**config.mk**
```make
export PLATFORM = sky130hd
export DESIGN_NAME = mod_matrix_seq
export DESIGN_NICKNAME = d
export VERILOG_FILES = /design/src/rtl/mod_matrix_seq.sv
export SDC_FILE = /design/constraint.sdc
export NUM_CORES = 1
export LEC_CHECK = 0
export ABC_AREA = 0
export CORE_ASPECT_RATIO = 1.75
export CORE_MARGIN = 5
export CORE_UTILIZATION = 35
export CTS_BUF_LIST = sky130_fd_sc_hd__clkbuf_8
export DETAILED_ROUTE_END_ITERATION = 10
export PLACE_DENSITY = 0.62
export SLEW_MARGIN = 10
export SYNTH_ARGS = -nofsm -noshare
export SYNTH_HDL_FRONTEND = slang
export SYNTH_SLANG_ARGS = --single-unit
```
**constraint.sdc**
```tcl
create_clock -name sCLK_XVXENVS -period 2 [get_ports sCLK_XVXENVS]
set_clock_uncertainty 0.2 [all_clocks]
set_input_delay 0.4 -clock sCLK_XVXENVS [delete_from_list [all_inputs] [get_ports sCLK_XVXENVS]]
set_output_delay 0.4 -clock sCLK_XVXENVS [all_outputs]
set_load 0.01 [all_outputs]
```
**src/rtl/mod_matrix_seq.sv**
```systemverilog
// mod_matrix_seq: modulation-matrix slot sequencer with index delay lines, strobe shifters and update-grant FSM (option: MOD_SEQ_FRAME_SYNC_EN)
module mod_matrix_seq #(
   parameter int VOICES   = 8,
   parameter int V_OSC    = 4,
   parameter int V_WIDTH  = 3,
   parameter int O_WIDTH  = 2,
   parameter int O_ENVS   = 2,
   parameter int V_ENVS   = V_OSC*O_ENVS,
   parameter int x_offset = (V_OSC*VOICES)-2
) (
   input  logic                              sCLK_XVXENVS,
   input  logic                              reset_reg_N,
   input  logic                              run,
   input  logic                              step,
   input  logic                              upd_req,
   output logic [x_offset:0][O_WIDTH-1:0]    ox_dly,
   output logic [x_offset:0][V_WIDTH-1:0]    vx_dly,
   output logic [V_ENVS:0]                   sh_osc_reg,
   output logic [V_OSC+2:0]                  sh_voice_reg,
   output logic                              frame_sync,
   output logic                              upd_gnt
);
`ifdef MOD_SEQ_FRAME_SYNC_EN
   localparam bit FS_EN = 1'b1;
`else
   localparam bit FS_EN = 1'b0;
`endif
   localparam logic [O_WIDTH-1:0] O_LAST = O_WIDTH'(V_OSC-1);
   localparam logic [V_WIDTH-1:0] V_LAST = V_WIDTH'(VOICES-1);
   typedef enum logic [1:0] {S_IDLE, S_WAIT, S_GNT, S_HOLD} state_t;
   state_t st, nxt;
   logic [O_WIDTH-1:0] osc_cnt;
   logic [V_WIDTH-1:0] voice_cnt;
   logic adv, osc_wrap, frame;
   assign adv      = run & step;
   assign osc_wrap = adv & (osc_cnt == O_LAST);
   assign frame    = osc_wrap & (voice_cnt == V_LAST);
   // slot counters and index delay lines move only on an advance
   always_ff @(posedge sCLK_XVXENVS or negedge reset_reg_N) begin
      if (!reset_reg_N) begin
         osc_cnt   <= '0;
         voice_cnt <= '0;
         ox_dly    <= '0;
         vx_dly    <= '0;
      end else if (adv) begin
         osc_cnt   <= osc_wrap ? '0 : osc_cnt + 1'b1;
         voice_cnt <= !osc_wrap ? voice_cnt : (voice_cnt == V_LAST) ? '0 : voice_cnt + 1'b1;
         ox_dly    <= {ox_dly[x_offset-1:0], osc_cnt};
         vx_dly    <= {vx_dly[x_offset-1:0], voice_cnt};
      end
   end
   // strobe shifters run every clock so pending strobes drain while stopped
   always_ff @(posedge sCLK_XVXENVS or negedge reset_reg_N) begin
      if (!reset_reg_N) begin
         sh_osc_reg   <= '0;
         sh_voice_reg <= '0;
         frame_sync   <= 1'b0;
      end else begin
         sh_osc_reg   <= {sh_osc_reg[V_ENVS-1:0], adv};
         sh_voice_reg <= {sh_voice_reg[V_OSC+1:0], osc_wrap};
         frame_sync   <= frame;
      end
   end
   // grant FSM state register
   always_ff @(posedge sCLK_XVXENVS or negedge reset_reg_N) begin
      if (!reset_reg_N) st <= S_IDLE;
      else st <= nxt;
   end
   // grant FSM next state; with frame sync enabled a running engine is only granted at a frame boundary
   always_comb begin
      nxt = st;
      case (st)
         S_IDLE:  nxt = !upd_req ? S_IDLE : (FS_EN && frame) ? S_GNT : S_WAIT;
         S_WAIT:  nxt = !upd_req ? S_IDLE : (!FS_EN || !run || frame) ? S_GNT : S_WAIT;
         S_GNT:   nxt = S_HOLD;
         default: nxt = upd_req ? S_HOLD : S_IDLE;
      endcase
   end
   // grant output decode
   always_comb begin
      upd_gnt = (st == S_GNT);
   end
endmodule
```
==> qor.yml <==
drtAntennaViolNets: 0
antennaDiodeCount: 0
seq_area_um2: 4480
vias: 3897
min_from: "sh_voice_reg[4]"
path_cells: "clkdlybuf4s50_1"
cts-htree-levels: 4
hold_slack_ns: 0.174
final_area_um2: 9490
p_comb_share_pct: 24.9
seq_area_frac_synth_pct: 65.3
clockPowerShare_pct: 27.7
p_sw_share_pct: 27.9
overflow: 0
dpl_cell_area_um2: 9150
startpoint_type: "flop"
p_leak_nw: 5.49
clock-sinks: 179
syn_inst: 369
drc: 0
reg2reg_from: "osc_cnt[0]"
internal-power_mw: 7.37
final_cell_mix: "dfrtp_1 (179), dlygate4sd2_1 (167), mux2_4 (90)"
hpwl_um: 10900
clock-root-buffer: "clkbuf_8"
synth.distinct_cells: 15
synth_xor_area_share_pct: 0
slew_headroom_pct: 78.5
max_freq_ghz: 0.525
crit_fanout: 1
drt_pre_antenna_iters: 3
drtIter0Drc: 145
synth_compound_area_share_pct: 0.109
synth_area_um2: 6860
core_um2: 19200
crit_cells: 1
cp_slowest_stage_delay_ns: 0.53
worstMarginPinSlew_ns: 0.323
status: "finished, final reports clean"
pwr_density_cell_nw_per_um2: 1080
multi_input_area_um2: 2230
grt_max_degree: 44
grt_pass1_vias: 4392
min_period_ns: 1.91
rr_endpoint: "voice_cnt[0]"
cpMaxStageDelayCell: "clkdlybuf4s50_1"
fp.dieW_um: 116
clkTransAtPathRegs_ns: 0.08
nFillCells: 1717
hold-path-endpoint: "sh_voice_reg[5]"
drv_cap: 0
switchingPower_mw: 2.85
p_seq_share_pct: 47.4
synthMuxAreaShare_pct: 31.2
arrival_ns: 1.31
gp_congestion: 0.741
wirelength_um: 15000
cts.path.max_buffers: 2
final_common_cell: "dfrtp_1"
numPortBuffers: 177
hp-class: "flop to flop"
fp-row-count: 67
synth-seq-cells: 179
cts_made_buffers: 17
hold_viol: 0
grt_usage_pct: 13.8
ios: 178
drv_slew: 0
cts_tree: "yes"
synth_top_family_by_area: "multiplexers"
grt_antenna_before_repair: 0
syn2layout_area_growth_pct: 38.4
num-nets-final: 595
routed_via_density: 4.63
rsz0062_at_grt: "no"
final_util_pct: 49.4
holdPathStages: 0
r2r_slack_ns: 0.42
yosys.area_share.simple_pct: 0.420
p_total_mw: 10.2
synthAdderAreaFrac_pct: 0.693
crit_family: "buffers and inverters"
layout-drive-gt1-share_pct: 38.7
dieArea_um2: 22600
finalCritPeriodShare_pct: 95.3
grt_pass1_wl_um: 24200
endpoint_kind: "primary output"
finalSetupViolations: 0
vdd_ir_drop_max_v: 0.000693
crit_type: "flop to primary output"
yosysWarnings: 0
syn_avg_cell_area_um2: 18.6
required_ns: 1.40
rr_worst_depth: 3
wl_per_cell_um: 17.8
worstSkewPairLatency_ns: 0.45
largest_reg_flops: 93
start_util_pct: 35.7
worst-path-buf-inv: 1
final.setup.tns_ns: 0
synth_nets: 377
die_y_um: 195
## worst max-delay path by stage
stage,from,endpoint
after global placement,run,vx_dly[68]
after CTS,sh_voice_reg[3],sh_voice_reg[3]
after floorplan,run,ox_dly[0]
after detailed placement,run,vx_dly[56]
after global routing,sh_voice_reg[6],sh_voice_reg[6]
final,sh_voice_reg[6],sh_voice_reg[6]
## cell usage after synthesis
library cell    n  area [um2]
mux2_2         70         788
inv_2           1        3.75
a21o_1          1        7.51
inv_1           2        7.51
nor2_1          2        7.51
nand2_1         1        3.75
buf_6          10         113
maj3_1          1        10.0
dfrtp_1       179        4480
ha_1            3        37.5
nor2b_1         1        6.26
mux2_4         90        1350
buf_2           6        30.0
nand3_1         1        5.00
and3_1          1        6.26
## worst reg2reg max path: stages, from the launching register on
cell and delay, ns:
dfrtp_1 0.42, ha_1 0.27, nand3_1 0.21, mux2_2 0.36
## metal layers
metal | vias up | wire length, um | GRT usage, %
li1 | 1734 | - | -
met1 | 2044 | 5650 | 15.4
met2 | 108 | 8200 | 24.2
met3 | 11 | 892 | 4.24
met4 | 0 | 231 | 5.20
met5 | - | 0 | 0
## power by group through the flow
stage | sequential, mW | combinational, mW | clock [mW]
after floorplan | 5.11 | 1.01 | 0
after global placement | 4.95 | 2.90 | 0
after detailed placement | 4.98 | 2.95 | 0
after CTS | 4.88 | 2.62 | 2.93
after global routing | 4.97 | 2.72 | 3.08
final | 4.85 | 2.55 | 2.83
## cells by family after synthesis
family / after synthesis
buf+inv: 19
simple gates: 6
compound gates: 1
fa+ha+maj: 4
mux: 160
flops: 179
## stage by stage
step                      worst slack (ns)  std cells
final                               0.0949        841
after global routing                0.0115        841
after CTS                          0.00178        841
after detailed placement           -0.0369        799
after global placement            -0.00265        799
after floorplan                      0.501        369
## repair_timing
| action | in CTS | in global routing |
|---|---|---|
| hold buffers | 1 | 0 |
| resized for setup | 168 | 6 |
| buffers inserted | 9 | 0 |
| endpoints found under the setup margin | 168 | 5 |
| endpoints found under the hold margin | 160 | 0 |
| pin swaps | 0 | 0 |
## layout make-up
class                           count  area share [%]
Sequential cell                   179            47.2
Multi-Input combinational cell    171            23.5
Timing Repair Buffer              215            21.0
Tap cell                          241            3.18
Clock buffer                       19            2.76
Clock inverter                     13            2.16
Inverter                            3           0.119
(Power assumes the default switching activity.)
